$ cat config.mk
export PLATFORM = sky130hd
export DESIGN_NAME = line_scheduler_flat
export DESIGN_NICKNAME = d
export VERILOG_FILES = /design/src/rtl/line_scheduler_if.sv /design/src/rtl/line_scheduler.sv /design/src/flat_wrapper.sv
export SDC_FILE = /design/constraint.sdc
export NUM_CORES = 1
export LEC_CHECK = 0
export ABC_AREA = 1
export ABC_CLOCK_PERIOD_IN_PS = 3380
export BUFFER_PORTS_ARGS = -buffer_cell sky130_fd_sc_hd__buf_2
export CAP_MARGIN = 20
export CORE_MARGIN = 8
export CORE_UTILIZATION = 55
export CTS_CLUSTER_DIAMETER = 150
export DETAILED_ROUTE_END_ITERATION = 10
export PLACE_DENSITY = 0.81
export SLEW_MARGIN = 20
export SYNTH_ARGS = -nofsm -noshare
export SYNTH_HDL_FRONTEND = slang
export SYNTH_SLANG_ARGS = --single-unit
$ cat constraint.sdc
create_clock -name clk -period 3.38 [get_ports clk]
set_input_delay 0.676 -clock clk [delete_from_list [all_inputs] [get_ports clk]]
set_output_delay 0.676 -clock clk [all_outputs]
set_load 0.005 [all_outputs]
$ cat src/rtl/line_scheduler_if.sv
// line_scheduler_if: frame/line handshake bundle between scheduler, engines and consumer
interface line_scheduler_if #(parameter int NUM_BUFS = 2);
  localparam int BUF_W = $clog2(NUM_BUFS);
  logic frame_start;
  logic abort;
  logic line_start;
  logic [8:0] line_y;
  logic [BUF_W-1:0] line_wr_buf;
  logic line_done;
  logic line_valid;
  logic line_ready;
  logic [BUF_W-1:0] line_rd_buf;
  logic [8:0] line_rd_y;
  logic frame_busy;
  logic frame_done;
  logic [31:0] stall_cycles;
  modport master (
    input frame_start, abort, line_done, line_ready,
    output line_start, line_y, line_wr_buf, line_valid, line_rd_buf, line_rd_y,
    frame_busy, frame_done, stall_cycles
  );
  modport slave (
    output frame_start, abort, line_done, line_ready,
    input line_start, line_y, line_wr_buf, line_valid, line_rd_buf, line_rd_y,
    frame_busy, frame_done, stall_cycles
  );
endinterface

$ cat src/rtl/line_scheduler.sv
// line_scheduler: issues scanlines, rotates line buffers to a consumer; LINE_SCHED_PERF_EN adds the stall_cycles counter
module line_scheduler #(
  parameter int SCREEN_HEIGHT = 480,
  parameter int NUM_BUFS = 2
) (
  input logic clk,
  input logic reset,
  line_scheduler_if.master bus
);
  localparam int BUF_W = $clog2(NUM_BUFS);
  localparam logic [BUF_W:0] FULL = (BUF_W+1)'(NUM_BUFS);
  localparam logic [BUF_W-1:0] PTR_MAX = BUF_W'(NUM_BUFS - 1);
  localparam logic [8:0] LAST_Y = 9'(SCREEN_HEIGHT - 1);
  typedef enum logic [2:0] {IDLE, ISSUE, WAIT_LINE, WAIT_BUF, FLUSH} state_t;
  state_t state_q, state_d;
  logic [8:0] line_y_q, line_y_d;
  logic [BUF_W-1:0] wr_ptr_q, wr_ptr_d, rd_ptr_q, rd_ptr_d;
  logic [BUF_W:0] count_q, count_d, count_upd;
  logic [8:0] ybuf_q [NUM_BUFS];
  logic [8:0] ybuf_d [NUM_BUFS];
  logic done_acc, release_en;
  // next-state: producer side advances on accepted line_done, consumer side on release, abort wipes both
  always_comb begin
    done_acc = state_q == WAIT_LINE && bus.line_done;
    release_en = count_q != '0 && bus.line_ready;
    count_upd = count_q + (BUF_W+1)'(done_acc) - (BUF_W+1)'(release_en);
    wr_ptr_d = done_acc ? (wr_ptr_q == PTR_MAX ? '0 : wr_ptr_q + 1'b1) : wr_ptr_q;
    rd_ptr_d = release_en ? (rd_ptr_q == PTR_MAX ? '0 : rd_ptr_q + 1'b1) : rd_ptr_q;
    ybuf_d = ybuf_q;
    if (done_acc) ybuf_d[wr_ptr_q] = line_y_q;
    count_d = count_upd;
    line_y_d = line_y_q;
    state_d = state_q;
    case (state_q)
      IDLE: if (bus.frame_start) begin
        state_d = ISSUE;
        line_y_d = '0;
        wr_ptr_d = '0;
        rd_ptr_d = '0;
        count_d = '0;
      end
      ISSUE: state_d = WAIT_LINE;
      WAIT_LINE: if (done_acc) begin
        state_d = line_y_q == LAST_Y ? FLUSH : (count_upd < FULL ? ISSUE : WAIT_BUF);
        line_y_d = line_y_q == LAST_Y ? line_y_q : line_y_q + 9'd1;
      end
      WAIT_BUF: state_d = count_upd < FULL ? ISSUE : WAIT_BUF;
      FLUSH: state_d = count_q == '0 ? IDLE : FLUSH;
      default: state_d = IDLE;
    endcase
    if (bus.abort) begin
      state_d = IDLE;
      line_y_d = '0;
      wr_ptr_d = '0;
      rd_ptr_d = '0;
      count_d = '0;
    end
  end
  // state and buffer bookkeeping registers
  always_ff @(posedge clk) begin
    if (reset) begin
      state_q <= IDLE;
      line_y_q <= '0;
      wr_ptr_q <= '0;
      rd_ptr_q <= '0;
      count_q <= '0;
      ybuf_q <= '{default: '0};
    end else begin
      state_q <= state_d;
      line_y_q <= line_y_d;
      wr_ptr_q <= wr_ptr_d;
      rd_ptr_q <= rd_ptr_d;
      count_q <= count_d;
      ybuf_q <= ybuf_d;
    end
  end
  assign bus.line_start = state_q == ISSUE;
  assign bus.line_y = line_y_q;
  assign bus.line_wr_buf = wr_ptr_q;
  assign bus.line_valid = count_q != '0;
  assign bus.line_rd_buf = rd_ptr_q;
  assign bus.line_rd_y = ybuf_q[rd_ptr_q];
  assign bus.frame_busy = state_q != IDLE;
  assign bus.frame_done = state_q == FLUSH && count_q == '0 && !bus.abort;
`ifdef LINE_SCHED_PERF_EN
  logic [31:0] stall_q, stall_d;
  // stall counter: cleared on frame accept, saturating count of WAIT_BUF cycles
  always_comb begin
    stall_d = (state_q == IDLE && bus.frame_start && !bus.abort) ? '0 :
              (state_q == WAIT_BUF && stall_q != '1) ? stall_q + 32'd1 : stall_q;
  end
  // stall counter register
  always_ff @(posedge clk) begin
    if (reset) stall_q <= '0;
    else stall_q <= stall_d;
  end
  assign bus.stall_cycles = stall_q;
`else
  assign bus.stall_cycles = '0;
`endif
endmodule
$ cat src/flat_wrapper.sv
// flat-port wrapper written by rule: the top's interface ports become plain ports
module line_scheduler_flat 
#(
  parameter int SCREEN_HEIGHT = 480,
  parameter int NUM_BUFS = 2
)
  (clk, reset, bus_frame_start, bus_abort, bus_line_done, bus_line_ready, bus_line_start, bus_line_y, bus_line_wr_buf, bus_line_valid, bus_line_rd_buf, bus_line_rd_y, bus_frame_busy, bus_frame_done, bus_stall_cycles);
  line_scheduler_if #(.NUM_BUFS(NUM_BUFS)) bus_i ();
  input logic clk;
  input logic reset;
  input wire logic [$bits(bus_i.frame_start)-1:0] bus_frame_start;
  input wire logic [$bits(bus_i.abort)-1:0] bus_abort;
  input wire logic [$bits(bus_i.line_done)-1:0] bus_line_done;
  input wire logic [$bits(bus_i.line_ready)-1:0] bus_line_ready;
  output wire logic [$bits(bus_i.line_start)-1:0] bus_line_start;
  output wire logic [$bits(bus_i.line_y)-1:0] bus_line_y;
  output wire logic [$bits(bus_i.line_wr_buf)-1:0] bus_line_wr_buf;
  output wire logic [$bits(bus_i.line_valid)-1:0] bus_line_valid;
  output wire logic [$bits(bus_i.line_rd_buf)-1:0] bus_line_rd_buf;
  output wire logic [$bits(bus_i.line_rd_y)-1:0] bus_line_rd_y;
  output wire logic [$bits(bus_i.frame_busy)-1:0] bus_frame_busy;
  output wire logic [$bits(bus_i.frame_done)-1:0] bus_frame_done;
  output wire logic [$bits(bus_i.stall_cycles)-1:0] bus_stall_cycles;
  assign bus_i.frame_start = bus_frame_start;
  assign bus_i.abort = bus_abort;
  assign bus_i.line_done = bus_line_done;
  assign bus_i.line_ready = bus_line_ready;
  assign bus_line_start = bus_i.line_start;
  assign bus_line_y = bus_i.line_y;
  assign bus_line_wr_buf = bus_i.line_wr_buf;
  assign bus_line_valid = bus_i.line_valid;
  assign bus_line_rd_buf = bus_i.line_rd_buf;
  assign bus_line_rd_y = bus_i.line_rd_y;
  assign bus_frame_busy = bus_i.frame_busy;
  assign bus_frame_done = bus_i.frame_done;
  assign bus_stall_cycles = bus_i.stall_cycles;
  line_scheduler #(.SCREEN_HEIGHT(SCREEN_HEIGHT), .NUM_BUFS(NUM_BUFS)) u_core (.clk(clk), .reset(reset), .bus(bus_i));
endmodule
==> results_dict.tcl <==
set metrics [dict create \
    drc 0 \
    r2r_setup_slack_ps 1500 \
    setup_ws_ps 1160 \
    switchingPower_mw 0.167 \
    syn_to_final_growth_pct 4.20 \
    finalPower_mw 0.680 \
    grt_use_met3_pct 4.74 \
    final_cell_mix "44 x nor2_1, 42 x nand2_1, 34 x dfxtp_1" \
    ys_seq_area_share_pct 34.6 \
    ys_ff_latch 34 \
    drv_cap 0 \
    fin_crit_ps 2220 \
    p_sw_share_pct 24.6 \
    grt_use_total_pct 15.4 \
    rsz0062_at_grt "no" \
    die_x_um 75.8 \
    clockBufferDepth 2 \
    synth.cell_area_sq_mm 0.00196 \
    layout_commonest_cell "nor2_1" \
    synth_ff_type "dfxtp_1" \
    fmax_ghz 0.450 \
    grt_pass1_vias 1490 \
    r2r_start "u_core.count_q[1]" \
    maxSlewViolCount 0 \
    worstHoldEndpoint "u_core.ybuf_q[2]" \
    drive_gt1_share_pct 19.2 \
    placed_area_sq_mm 0.00199 \
    dieArea_sq_mm 0.00574 \
    via_per_inst 4.86 \
    worstHoldPathCells 2 \
    synth_cell_types 29 \
    grt_pass1_wl_um 6800 \
    htreeDepth 2 \
    wl_um 4110 \
    place.gp.congestion 0.875 \
    place.detailed.hpwl_um 3130 \
    start_util_pct 58.0 \
    path_clk_slew_ps 100 \
    skew_ps 9.81 \
    num_antenna_cells 0 \
    numCtsBuffers 5 \
    r2r_cells 13 \
    ys_top_cells_by_area "dfxtp_1 35%, buf_4 13%, nor2_1 8.4%" \
    cts_setup_buffers 0 \
    crit_path_end_kind "primary output" \
    final_area_sq_mm 0.00205 \
    cellLeakagePower_nw 0.916 \
    cts_hold_buf 0 \
    p_int_mw 0.513 \
    period_share_pct 65.7 \
    worstMarginPinSlew_ps 557 \
    post-route-util_pct 60.4 \
    die_h_um 75.8 \
    finalNonFillerCells 338 \
    clk-insertion-delay-late_ps 330 \
    pwr-share-comb_pct 6.1 \
    cp_max_fo 13 \
    critical_path_class "reg2out" \
    grtUsageMet1_pct 18.1 \
    met2_usage_pct 25.4 \
    clock_sinks 34 \
    finalSetupViolCount 0 \
    num_vias 1642 \
    root_buffer "clkbuf_4" \
    ioPinCount 62 \
    holdWs_ps 468 \
    hold_viol_final 0 \
    ctsResizeCount 0 \
    antenna_found_initial 0 \
    p_seq_share_pct 59.4 \
    max_slew_margin_pct 62.9 \
    grt_start_max_net_pins 20 \
    wl_per_cell_um 12.2 \
    rows 21 \
    vdd_drop_max_v 0.000174 \
    drt_iter0_drc 124 \
    synth_warnings 0 \
    hp-start "u_core.ybuf_q[2]" \
    synth_area_per_cell_sq_um 7.41 \
    syn_inst 265 \
    hold_path.class "reg2reg" \
    tns_ps 0 \
    start_kind "flip-flop" \
    dp_cells 330 \
    place_ws_ps 1290 \
    first_pass_iters 4 \
    drtAntennaViolNets 0 \
    pwr_density_cell_mw_per_mm2 332 \
    port-buffer-count 29 \
    yosys.area.top_type_share_pct 34.6 \
    outcome "finished, final reports clean" \
    coreArea_sq_mm 0.00339 \
    cts_tree "yes" \
    final_net_count 302 \
    r2r-end "u_core.state_q[1]" \
    overflow 0 \
    synth_edf_count 0 \
    busiest_layer "met2" \
    yosys.area.top_type "dfxtp_1" \
    arrival_ps 1550 \
    synthArstFlopShare_pct 0 \
    cp.required_ps 2700 \
    clkPwrFrac_pct 34.5 \
]
power groups by stage:
| stage | clock network, mW | registers, mW | logic [mW] |
|---|---|---|---|
| floorplan | 0 | 0.413 | 0.0578 |
| global placement | 0 | 0.413 | 0.0392 |
| detailed placement | 0 | 0.413 | 0.0396 |
| CTS | 0.241 | 0.404 | 0.0397 |
| global route | 0.267 | 0.405 | 0.0474 |
| finish | 0.235 | 0.404 | 0.0412 |
cells in the mapped netlist, types with 2 or more instances:
cell / number
a211oi_1: 18
nand4_1: 2
nand3_2: 3
buf_2: 3
ha_1: 5
nand2_1: 42
nand2_2: 3
xnor2_1: 2
buf_4: 33
mux2_2: 7
o21ai_0: 4
inv_2: 3
buf_6: 2
clkbuf_1: 2
xor2_1: 2
nor2_2: 2
nand3_1: 14
nor2_1: 44
a21oi_1: 9
inv_1: 23
dfxtp_1: 34
area by class of cell:
class,count,area [sq um]
Tap cell,46,57.6
Clock buffer,7,55.1
Clock inverter,1,5.00
Fill cell,324,1340
Inverter,27,101
Multi-Input combinational cell,194,1000
Sequential cell,34,681
Timing Repair Buffer,29,145
state kept, by name, indices dropped and copies added (netlist names):
signal,flops
u_core.state_q,3
u_core.bus.line_rd_buf,1
u_core.bus.line_y,9
u_core.ybuf_q,18
u_core.count_q,2
u_core.bus.line_wr_buf,1
worst max-delay path by stage:
stage | startpoint | to | slack (ps) | depth (start not counted)
floorplan | bus_line_ready | u_core.state_q[1] | 1510 | 11
global placement | bus_line_ready | u_core.state_q[1] | 1370 | 12
detailed placement | bus_line_ready | u_core.state_q[1] | 1290 | 12
CTS | u_core.bus.line_rd_buf | bus_line_rd_y[8] | 1120 | 2
global route | u_core.bus.line_rd_buf | bus_line_rd_y[7] | 1040 | 2
finish | u_core.bus.line_rd_buf | bus_line_rd_y[8] | 1160 | 2
cells by family after synthesis:
logic type               Yosys count  share of synthesized area [%]
other                              1                          0.191
AND/OR/NAND/NOR                  114                           25.3
buffers and inverters             68                           20.3
adder cells (fa/ha/maj)            5                           3.18
multiplexers                       7                           4.01
XOR/XNOR                           4                           1.78
AO/OA/AOI/OAI                     32                           10.6
flip-flops                        34                           34.6
metal layers:
metal	share of wire [%]	vias to the layer above
met1	43	738
met2	49	51
met4	1.4	0
met3	7.2	9
li1	-	844
met5	0	-
critical path, stage by stage (launching register included):
cell and delay (ps):
dfxtp_1 680, mux2_2 410, buf_2 130
No activity file was read; power rests on OpenSTA's default activity.
